--- src/rtl/lifo_arbiter_pkg.sv ---
// Shared constants and the round-robin winner helper for the LIFO arbiter.
package lifo_arbiter_pkg;

    localparam logic OP_POP  = 1'b0;
    localparam logic OP_PUSH = 1'b1;

    // Widest requester vector the winner helper accepts.
    localparam int MAX_REQ = 32;

    // Index of the first set bit in elig scanning ptr, ptr+1, ... (mod n).
    // Walking the offsets from last to first lets the nearest hit win
    // without an early exit. Returns 0 when nothing is set; callers gate
    // with their own "any eligible" term.
    function automatic int rr_pick(input logic [MAX_REQ-1:0] elig,
                                   input int                 ptr,
                                   input int                 n);
        int idx;
        int win;
        win = 0;
        for (int k = n - 1; k >= 0; k--) begin
            idx = (ptr + k) % n;
            if (elig[idx]) win = idx;
        end
        return win;
    endfunction

endpackage

--- src/rtl/lifo_core.sv ---
// Stack storage plus occupancy register. The caller guarantees push and
// pop are exclusive and never applied on full/empty respectively.
module lifo_core #(
    parameter  int DATA_WIDTH = 8,
    parameter  int DEPTH      = 8,
    localparam int CW         = $clog2(DEPTH + 1),
    localparam int AW         = $clog2(DEPTH)
) (
    input  logic                  clk,
    input  logic                  reset,
    input  logic                  push,
    input  logic                  pop,
    input  logic [DATA_WIDTH-1:0] wdata,
    output logic [DATA_WIDTH-1:0] rdata,
    output logic [CW-1:0]         count
);

    logic [DATA_WIDTH-1:0] mem_q [DEPTH];
    logic [DATA_WIDTH-1:0] rdata_q;
    logic [CW-1:0]         count_q;
    logic [CW-1:0]         count_d;
    logic [CW-1:0]         top_idx;

    // Entry currently on top of the stack (only meaningful when non-empty).
    assign top_idx = count_q - CW'(1);

    // Occupancy next-state: one step up on push, one step down on pop.
    always_comb begin
        count_d = count_q;
        if (push)     count_d = count_q + CW'(1);
        else if (pop) count_d = count_q - CW'(1);
    end

    // Occupancy and registered read data; reset clears both.
    always_ff @(posedge clk or negedge reset) begin
        if (!reset) begin
            count_q <= '0;
            rdata_q <= '0;
        end else begin
            count_q <= count_d;
            if (pop) rdata_q <= mem_q[top_idx[AW-1:0]];
        end
    end

    // Storage is left uninitialised; slots at or above count are never read.
    always_ff @(posedge clk) begin
        if (push) mem_q[count_q[AW-1:0]] <= wdata;
    end

    assign rdata = rdata_q;
    assign count = count_q;

endmodule

--- src/rtl/lifo_arbiter.sv ---
// Round-robin arbiter sharing one LIFO between NUM_REQ requesters.
// One eligible push/pop is granted per cycle; pops answer one cycle later
// on a shared response channel tagged with the requester index.
module lifo_arbiter
    import lifo_arbiter_pkg::*;
#(
    parameter  int DATA_WIDTH = 8,
    parameter  int DEPTH      = 8,
    parameter  int NUM_REQ    = 4,
    localparam int IW         = $clog2(NUM_REQ),
    localparam int CW         = $clog2(DEPTH + 1)
) (
    input  logic                          clk,
    input  logic                          reset,
    input  logic [NUM_REQ-1:0]            req_valid,
    input  logic [NUM_REQ-1:0]            req_op,
    input  logic [NUM_REQ*DATA_WIDTH-1:0] req_data,
    output logic [NUM_REQ-1:0]            req_ready,
    output logic                          rsp_valid,
    output logic [IW-1:0]                 rsp_id,
    output logic [DATA_WIDTH-1:0]         rsp_data,
    output logic [CW-1:0]                 count,
    output logic                          full,
    output logic                          empty
);

    logic [NUM_REQ-1:0]    elig;
    logic [MAX_REQ-1:0]    elig_ext;
    logic                  any_elig;
    logic [IW-1:0]         win_idx;
    logic [IW-1:0]         ptr_q;
    logic [IW-1:0]         ptr_d;
    logic                  do_push;
    logic                  do_pop;
    logic [DATA_WIDTH-1:0] wdata;
    logic                  rsp_valid_q;
    logic [IW-1:0]         rsp_id_q;

    assign full  = (count == CW'(DEPTH));
    assign empty = (count == '0);

    // A request is eligible only if its operation is legal right now.
    always_comb begin
        elig = '0;
        for (int i = 0; i < NUM_REQ; i++) begin
            elig[i] = req_valid[i] && ((req_op[i] == OP_PUSH) ? !full : !empty);
        end
    end

    // Winner selection, one-hot grant and the operation it drives into the core.
    always_comb begin
        elig_ext                = '0;
        elig_ext[NUM_REQ-1:0]   = elig;
        any_elig                = |elig;
        win_idx                 = IW'(rr_pick(elig_ext, int'(ptr_q), NUM_REQ));
        req_ready               = '0;
        if (any_elig) req_ready[win_idx] = 1'b1;
        do_push                 = any_elig && (req_op[win_idx] == OP_PUSH);
        do_pop                  = any_elig && (req_op[win_idx] == OP_POP);
        wdata                   = req_data[win_idx*DATA_WIDTH +: DATA_WIDTH];
        ptr_d                   = ptr_q;
        if (any_elig) begin
            ptr_d = (win_idx == IW'(NUM_REQ - 1)) ? '0 : win_idx + IW'(1);
        end
    end

    // Priority pointer and response tag/valid; reset drops any pending response.
    always_ff @(posedge clk or negedge reset) begin
        if (!reset) begin
            ptr_q       <= '0;
            rsp_valid_q <= 1'b0;
            rsp_id_q    <= '0;
        end else begin
            ptr_q       <= ptr_d;
            rsp_valid_q <= do_pop;
            if (do_pop) rsp_id_q <= win_idx;
        end
    end

    lifo_core #(
        .DATA_WIDTH (DATA_WIDTH),
        .DEPTH      (DEPTH)
    ) u_core (
        .clk   (clk),
        .reset (reset),
        .push  (do_push),
        .pop   (do_pop),
        .wdata (wdata),
        .rdata (rsp_data),
        .count (count)
    );

    assign rsp_valid = rsp_valid_q;
    assign rsp_id    = rsp_id_q;

endmodule
--- config.mk ---
export PLATFORM = sky130hd
export DESIGN_NAME = lifo_arbiter
export DESIGN_NICKNAME = d
export VERILOG_FILES = /design/src/rtl/lifo_arbiter_pkg.sv /design/src/rtl/lifo_core.sv /design/src/rtl/lifo_arbiter.sv
export SDC_FILE = /design/constraint.sdc
export NUM_CORES = 1
export LEC_CHECK = 0
export CORE_AREA = 10 10 124 98
export DETAILED_ROUTE_END_ITERATION = 10
export DIE_AREA = 0 0 134 108
export PLACE_DENSITY_LB_ADDON = 0.15
export RECOVER_POWER = 50
export SETUP_SLACK_MARGIN = 0.15
export SYNTH_ARGS = -nofsm -noshare
export SYNTH_HDL_FRONTEND = slang
export SYNTH_SLANG_ARGS = --single-unit
--- constraint.sdc ---
create_clock -name clk -period 6.6 [get_ports clk]
set_clock_uncertainty 0.2 [all_clocks]
set_input_delay 0.99 -clock clk [delete_from_list [all_inputs] [get_ports clk]]
set_output_delay 0.99 -clock clk [all_outputs]
set_load 0.005 [all_outputs]
==> impl_metrics.ini, run 1 <==
[global_routing]
grt_pass1_vias = 2289
grt_max_degree = 22
grtUsageTotal_pct = 12.7
grt_overflow = 0
antenna_found_initial = 0
grt_pass1_wl_um = 13600

[route]
wl_per_cell_um = 19.5
first_iter_violations = 207
first_pass_iters = 4
num_vias = 2175
drtAntennaViolNets = 0
viasPerCell = 4.91
routed_wl_um = 8630
drc_errors = 0

[sta]
drv_slew = 22
tns_ps = 0
min_period_ps = 5620
setup_violations = 0
clock.fmax_mhz = 178
rsz0062_at_grt = false
fin_crit_sh_pct = 85.2
relSlewSlack_pct = -6.63
tightest_slew_ps = 1600
hold_viol = 0
hold_ws_ps = 306

[power]
pwr-share-clk_pct = 19.3
comb_power_share_pct = 45.0
p_leak_uw = 0.00172
cellPowerDensity_mw_per_mm2 = 507
ir_drop_v = 0.000171
p_sw_share_pct = 32.3
p_int_uw = 1640
p_seq_share_pct = 35.7
power.switching_uw = 785

[synth]
synth_area_leader_cell = edfxtp_1
synth_fp_nets = 287
yosys-top-cells-area = edfxtp_1 (51%), dfrtp_1 (11%), mux4_2 (10%)
synthCells = 239
syn_area_mm2 = 0.00378
avgSynthCellArea_um2 = 15.8
ys_seq_area_share_pct = 62.2
ys_types = 35
yosysTopAreaCellShare_pct = 50.9
synth_seq_cells = 81
yosysWarnings = 0

[clock_network]
cts_htree_levels = 3
cts_tree = built
cts_hold_buf = 0
insertion_delay_ps = 330
path_clk_slew_ps = 50
cts.sinks = 81
cts_setup_buffers = 0
cts_root_buf = clkbuf_16
clock_path_buffers = 2
cts_buffers = 9
cts-resized-gates = 0

[worst_setup_path]
crit_type = in2out
worstPathArrival_ps = 4430
slowest_delay_ps = 1070
cp_slowest_cell = a22oi_1
cp.required_ps = 5410
worstPathCellList = dlygate4sd3_1, xor2_1, o21a_1, a211o_1, a22oi_1, inv_1, ha_1, and2_1, clkdlybuf4s50_1
critPathBufInv = 3
end_kind = output port
r2r_cells = 9
worstPathMaxFanout = 16
startpoint_type = primary input
path_delay_family = compound AO/OA/AOI/OAI gates
cp.depth = 9

[floorplanning]
dieArea_mm2 = 0.0145
core_area_mm2 = 0.00989
fp.dieW_um = 134
fp-row-count = 32
initial_core_util_pct = 38.2
die_h_um = 108
io_pins = 63

[job]
maxCapViolations = 1

[cells_and_area]
antenna_cells = 0
fin_nets = 351
drive_gt1_share_pct = 16.6
syn2layout_area_growth_pct = 26.9
n_fill_cell = 878

[min_path]
holdCritPathClass = reg2reg
whs_path_depth = 1

[placed_design]
gp_congestion = 0.731
detailed_place_hpwl_um = 5970
io_buffers = 62

[outcome]
violations = capacitance limit, slew limit
status = complete, but fails checks
==> cell usage after synthesis <==
cell type  count
edfxtp_1      64
dfrtp_1       17
mux4_2        17
mux2i_1       12
nor2b_1       12
a21oi_1       10
a211oi_1       9
mux2_2         9
nor2_1         9
mux2_4         8
clkbuf_1       7
xor2_1         7
ha_1           6
inv_1          6
nand2_1        6
and2_1         5
o21ai_0        5
nand3_1        4
nor3_1         3
buf_2          2
buf_4          2
buf_6          2
nand2b_1       2
nand4_1        2
o22ai_1        2
xnor2_1        2
a211o_1        1
a21bo_2        1
a22o_1         1
a22oi_2        1
buf_1          1
nand2b_4       1
o21a_1         1
o21ai_1        1
or2_2          1
==> area by class of cell <==
| cell class | instances | area, um2 | area share (%) |
|---|---|---|---|
| inverter | 6 | 22.5 | 0.470 |
| sequential | 81 | 2350 | 49.0 |
| clock buffer | 14 | 244 | 5.09 |
| timing repair buffer | 67 | 651 | 13.6 |
| tap | 136 | 170 | 3.55 |
| clock inverter | 1 | 30.0 | 0.626 |
| multi-input combinational | 138 | 1330 | 27.7 |
==> flip-flops by register name (all words and copies together), names as in the netlist <==
signal,cells
u_core.rdata,8
rsp_id,2
u_core.mem_q,64
ptr_q,2
u_core.count,4
rsp_valid,1
==> placed cells by master, fill, tap and decap left out, types with 2 or more instances in the layout <==
cell	n
nand3_1	4
clkdlybuf4s50_1	43
inv_1	6
xor2_1	7
dfrtp_1	17
nor2_1	9
mux2_2	9
nand2_1	6
o21ai_0	5
nor3_1	3
buf_4	3
mux4_2	17
clkbuf_1	7
nand4_1	2
edfxtp_1	64
clkbuf_16	9
o22ai_1	2
dlygate4sd3_1	19
mux2i_1	12
and2_1	5
a211oi_1	8
a21oi_1	10
nand2b_1	2
mux2_4	8
nor2b_1	12
ha_1	6
xnor2_1	2
==> per-layer routing <==
layer | vias to the layer above | GRT usage [%] | part of all wire [%]
met5 | - | 0 | 0
met4 | 0 | 3.41 | 0.90
met3 | 11 | 4.87 | 4.2
met2 | 34 | 19.8 | 48
met1 | 1092 | 16.4 | 47
li1 | 1038 | - | -
==> stage by stage <==
stage | setup slack (ps) | instance area (um2) | total power [uW] | util [%] | std cells
finish | 977 | 4790 | 2430 | 48.5 | 443
CTS | 1530 | 4810 | 2500 | 48.6 | 443
global placement | 1550 | 4530 | 2020 | 45.8 | 428
global route | 689 | 4790 | 2600 | 48.5 | 443
floorplan | 2480 | 3780 | 1640 | - | 239
detailed placement | 1540 | 4530 | 2020 | 45.8 | 428
==> path summary, 6_finish.rpt <==
kind / from / endpoint / slack [ps]
hold reg to reg: u_core.rdata[3] / u_core.rdata[3] / 310
hold / removal: u_core.rdata[3] / u_core.rdata[3] / 310
min in group asynchronous: reset / ptr_q[1] / 1030
setup reg to reg: u_core.count[1] / u_core.mem_q[3][2] / 1840
max in group asynchronous: reset / u_core.rdata[0] / 4630
setup / recovery: req_op[1] / req_ready[0] / 980
==> power by group through the flow <==
stage	sequential (uW)	clock, uW	combinational (uW)
CTS	870	480	1150
detailed placement	879	0	1140
global placement	877	0	1140
finish	867	469	1090
global route	884	506	1210
floorplan	853	0	788
==> kinds of logic after synthesis <==
group	synth area share (%)
compound gates	5.50
mux	19.2
fa+ha+maj	1.99
buf+inv	2.65
flops	62.2
simple gates	6.43
xor+xnor	2.09
Note: power is estimated with default switching activity, not from simulation.
==> inputs of run 2 (changes only) <==
--- a/config.mk
+++ b/config.mk
@@ -8,7 +8,7 @@
 export CORE_AREA = 10 10 124 98
 export DETAILED_ROUTE_END_ITERATION = 10
 export DIE_AREA = 0 0 134 108
-export PLACE_DENSITY_LB_ADDON = 0.15
+export PLACE_DENSITY_LB_ADDON = 0.08
 export RECOVER_POWER = 50
 export SETUP_SLACK_MARGIN = 0.15
 export SYNTH_ARGS = -nofsm -noshare
==> run 2 against run 1 <==
  * The run still ends with capacitance limit, slew limit left
  * Flip-flop and latch count did not move
  * Die area stayed put
  * Count of clock-buffer cells in the layout decreased by 1
  * First-iteration DRC count down 23%
  * Clock power hardly changed
  * Register-to-register slack gained 220 ps
  * Power grew 0.13%
  * Combinational power hardly changed
  * Maximum frequency up 6.0%
  * Critical endpoint unchanged
  * Cell count grew 0.68%
==> impl_metrics.ini, run 2 (synthesized netlist as in run 1, its figures left out) <==
[route]
wl_per_cell_um = 19.3
routed_wl_um = 8610
first_iter_violations = 160
drtAntennaViolNets = 0
first_pass_iters = 4
num_vias = 2203
drc_errors = 0
viasPerCell = 4.94

[sta]
fin_crit_sh_pct = 80.4
relSlewSlack_pct = -8.58
tightest_slew_ps = 1630
min_period_ps = 5310
rsz0062_at_grt = false
hold_viol = 0
tns_ps = 0
drv_slew = 22
clock.fmax_mhz = 188
setup_violations = 0

[worst_setup_path]
worstPathMaxFanout = 23
cp.required_ps = 5410
regToRegSetupSlack_ps = 2060
r2r_cells = 11
worstPathArrival_ps = 4120
end_kind = output port
cp_slowest_cell = clkbuf_1
r2r_start = u_core.count[1]
crit_start = req_op[1]
crit_type = in2out
worstPathCellList = dlygate4sd3_1, xor2_1, o21a_1, o21ai_0, a211oi_2, clkbuf_1, inv_1, ha_1, and2_1, clkdlybuf4s50_1
rr_endpoint = u_core.rdata[6]
critPathCapture = req_ready[0]
slowest_delay_ps = 770
startpoint_type = primary input

[cells_and_area]
final_common_cell = edfxtp_1
final_cell_mix = edfxtp_1 (64), clkdlybuf4s50_1 (44), dlygate4sd3_1 (18)
multi_input_area_mm2 = 0.00133
largest_reg_flops = 64
seq_area_mm2 = 0.00235
syn2layout_area_growth_pct = 27.2
antenna_cells = 0
n_fill_cell = 883
drive_gt1_share_pct = 16.5
design_area_mm2 = 0.00480
fin_nets = 353

[min_path]
holdCritPathClass = reg2reg

[floorplanning]
io_pins = 63
die_h_um = 108
dieArea_mm2 = 0.0145
initial_core_util_pct = 38.2
core_area_mm2 = 0.00989
fp-row-count = 32
fp.dieW_um = 134

[power]
p_sw_share_pct = 32.4
power.switching_uw = 789
ir_drop_v = 0.000215
cellPowerDensity_mw_per_mm2 = 506
p_int_uw = 1640
p_leak_uw = 0.00171
comb_power_share_pct = 44.9
p_seq_share_pct = 35.7
pwr-share-clk_pct = 19.4

[clock_network]
path_clk_slew_ps = 60
cts_setup_buffers = 0
clock_path_buffers = 2
cts.sinks = 81
insertion_delay_ps = 330
cts_htree_levels = 3
cts_hold_buf = 0
cts-resized-gates = 0
cts_buffers = 9
cts_root_buf = clkbuf_16
cts_tree = built

[global_routing]
grt_pass1_wl_um = 13400
grt_max_degree = 30
grtUsageTotal_pct = 12.3
antenna_found_initial = 0
grt_pass1_vias = 2321
grt_overflow = 0

[placed_design]
gp_congestion = 0.727
io_buffers = 62
post_dp_cell_area_mm2 = 0.00455
detailed_place_hpwl_um = 5790

[job]
maxCapViolations = 1

[outcome]
violations = capacitance limit, slew limit
status = complete, but fails checks
## run 2: cell types whose count changed in the layout (fill, tap and decap cells not counted), sizes merged
cell	change
buf	-1
clkbuf	+2
clkinvlp	+1
dlygate4sd3	-1
clkdlybuf4s50	+1
clkinv	+1
## run 2: worst min-delay path by stage
stage | cells after the start | slack (ps) | to | start
6_report | 1 | 300 | rsp_id[0] | rsp_id[0]
5_1_grt | 1 | 320 | u_core.rdata[4] | u_core.rdata[4]
4_1_cts | 1 | 310 | rsp_id[0] | rsp_id[0]
3_5_place_dp | 1 | 290 | rsp_id[0] | rsp_id[0]
3_3_place_gp | 1 | 290 | rsp_id[0] | rsp_id[0]
2_1_floorplan | 1 | 290 | rsp_id[0] | rsp_id[0]
## run 2: cell type report
| cell class | instances | area share [%] |
|---|---|---|
| multi-input combinational | 138 | 27.7 |
| tap | 136 | 3.54 |
| clock inverter | 3 | 0.859 |
| inverter | 6 | 0.469 |
| clock buffer | 13 | 5.00 |
| timing repair buffer | 69 | 13.6 |
| sequential | 81 | 48.9 |
## run 2: metal layers
metal  vias to the layer above  share of wire (%)  routed length, um  global-route usage (%)
met5                         -                  0                  0                       0
met4                         0               0.79                 68                    4.19
met3                         7                4.8                413                    3.48
met2                        51                 48               4120                    18.9
met1                      1101                 47               4010                    16.5
li1                       1044                  -                  -                       -
## run 2: metrics by stage
stage | std cells | power (uW) | util (%) | setup slack (ps) | hold slack [ps]
3_5_place_dp | 430 | 2020 | 46.0 | 1700 | 291
2_1_floorplan | 239 | 1640 | - | 2480 | 289
5_1_grt | 446 | 2600 | 48.6 | 981 | 319
6_report | 446 | 2430 | 48.6 | 1290 | 296
3_3_place_gp | 430 | 2020 | 46.0 | 1760 | 288
4_1_cts | 446 | 2500 | 48.8 | 1690 | 308
## run 2: critical path, delay by kind of cell
family | cells | cell delay, ps
adders and majority gates | 1 | 250
buffers and inverters | 4 | 2020
AOI/OAI and AO/OA | 3 | 510
and+or+nand+nor | 1 | 130
xor gates and xnor gates | 1 | 200
## run 2: power by group through the flow
stage	sequential, uW	clock (uW)	combinational, uW
final	867	471	1090
after global routing	884	511	1210
after CTS	869	484	1150
after detailed placement	878	0	1140
after global placement	878	0	1140
after floorplan	853	0	788
==> inputs of run 3 (changes only) <==
==> constraint.sdc (replaced) <==
create_clock -name clk -period 4.55 [get_ports clk]
set_clock_uncertainty 0.2 [all_clocks]
set_input_delay 0.6825 -clock clk [delete_from_list [all_inputs] [get_ports clk]]
set_output_delay 0.6825 -clock clk [all_outputs]
set_load 0.005 [all_outputs]
==> run 3 against run 2 <==
  * The flow still finishes with violations (capacitance limit, slew limit)
  * Count of clock-buffer cells in the layout is 4 lower
  * Register-to-register slack worse by 1500 ps
  * Via count stayed put
  * Cell area is 1.3% higher
  * Core utilization is 0.61 points higher
  * Sequential power is 45% higher
  * Sequential share of layout area is 0.60 points lower
  * Combinational power is 48% higher
  * Power is 50% higher
  * Highest routed layer unchanged
==> impl_metrics.ini, run 3 (synthesized netlist as in run 1, its figures left out) <==
[cells_and_area]
syn2layout_area_growth_pct = 28.8
drive_gt1_share_pct = 18.5
antenna_cells = 0
final_cell_mix = edfxtp_1 (64), clkdlybuf4s50_1 (46), mux4_2 (17), dfrtp_1 (17), dlygate4sd3_1 (16)
fin_nets = 356
largest_reg_flops = 64
final_common_cell = edfxtp_1

[sta]
fin_crit_sh_pct = 92.4
drv_slew = 22
setup_violations = 0
relSlewSlack_pct = -13.2
rsz0062_at_grt = false
hold_viol = 0
tns_ps = 0
min_period_ps = 4200
tightest_slew_ps = 1700
hold_ws_ps = 303
clock.fmax_mhz = 238

[clock_network]
insertion_delay_ps = 330
cts_tree = built
cts_buffers = 9
cts_hold_buf = 0
cts_root_buf = clkbuf_16
path_clk_slew_ps = 60
cts_htree_levels = 3
cts.sinks = 81
clock_path_buffers = 2
cts_setup_buffers = 0

[floorplanning]
die_h_um = 108
dieArea_mm2 = 0.0145
core_area_mm2 = 0.00989
initial_core_util_pct = 38.2
fp-row-count = 32
io_pins = 63
fp.dieW_um = 134

[global_routing]
grt_pass1_wl_um = 13400
grt_pass1_vias = 2150
grt_overflow = 0
grtUsageTotal_pct = 12.4
antenna_found_initial = 0
grt_max_degree = 22

[worst_setup_path]
critPathBufInv = 3
end_kind = output port
path_delay_family = buffers and inverters
cp.required_ps = 3670
startpoint_type = primary input
crit_type = in2out
worstPathCellList = clkdlybuf4s50_1, xor2_1, o21a_1, a211o_1, a22oi_1, inv_1, ha_1, and2_1, clkdlybuf4s50_1
slowest_delay_ps = 490
worstPathArrival_ps = 3320
cp_slowest_cell = a22oi_1
cpMostUsedCell = clkdlybuf4s50_1
worstPathMaxFanout = 6

[route]
num_vias = 2203
viasPerCell = 4.91
drtAntennaViolNets = 0
drc_errors = 0
routed_wl_um = 8640
wl_per_cell_um = 19.2
first_iter_violations = 153
first_pass_iters = 4

[power]
ir_drop_v = 0.000280
p_leak_uw = 0.00174
cellPowerDensity_mw_per_mm2 = 747
power.total_uw = 3640

[job]
maxCapViolations = 1

[min_path]
holdCritPathClass = reg2reg

[outcome]
violations = capacitance limit, slew limit
status = complete, but fails checks

[placed_design]
io_buffers = 62
detailed_place_hpwl_um = 6010
gp_congestion = 0.773
run 3: changes by cell type in the layout (fill, tap and decap cells not counted):
cell             before  now
a211oi_2              1    0
a211oi_4              0    1
clkinvlp_4            1    2
nand2b_1              2    3
clkinv_1              1    0
buf_4                 2    5
clkdlybuf4s50_1      44   46
inv_6                 0    1
clkinv_2              0    2
nand2b_4              1    0
bufinv_16             1    2
dlygate4sd3_1        18   16
clkbuf_1              9    5
run 3: repair_timing:
action | in CTS | in global routing
endpoints found under the hold margin | 0 | 0
gates resized for setup | 0 | 1
setup endpoints to repair | 0 | 2
run 3: area by class of cell:
type	instances	area, um2
multi-input combinational	138	1330
clock inverter	7	93.8
tap	136	170
timing repair buffer	72	677
clock buffer	9	225
fill	863	5020
sequential	81	2350
inverter	6	22.5
run 3: report_power, final:
part	switching (uW)	leakage, uW	total, uW	internal (uW)
clock network	283	0.000152	763	480
registers	105	0.000778	1260	1150
logic	794	0.000813	1610	819
total	1180	0.00174	3640	2450
run 3: per-layer routing:
metal | GRT usage (%) | up-vias | part of all wire (%)
met5 | 0 | - | 0
met4 | 3.26 | 0 | 0.74
met3 | 3.89 | 6 | 4.3
met2 | 17.9 | 48 | 46
met1 | 17.7 | 1101 | 49
li1 | - | 1048 | -
run 3: per-stage QoR:
| stage | std cells | area (um2) | setup slack (ps) | utilization (%) |
|---|---|---|---|---|
| after floorplan | 239 | 3780 | 740 | - |
| after global placement | 433 | 4570 | 432 | 46.2 |
| after detailed placement | 433 | 4570 | 316 | 46.2 |
| after CTS | 449 | 4890 | 336 | 49.4 |
| after global routing | 449 | 4860 | 129 | 49.2 |
| final | 449 | 4860 | 348 | 49.2 |
run 3: worst paths after layout:
path	cells after the start	from	end	slack, ps
hold / removal	1	u_core.rdata[7]	u_core.rdata[7]	300
hold reg to reg	1	u_core.rdata[7]	u_core.rdata[7]	300
setup reg to reg	9	u_core.count[1]	u_core.mem_q[3][3]	530
max in group asynchronous	1	reset	ptr_q[1]	2840
setup / recovery	9	req_op[1]	req_ready[1]	350
min in group asynchronous	1	reset	u_core.rdata[1]	740
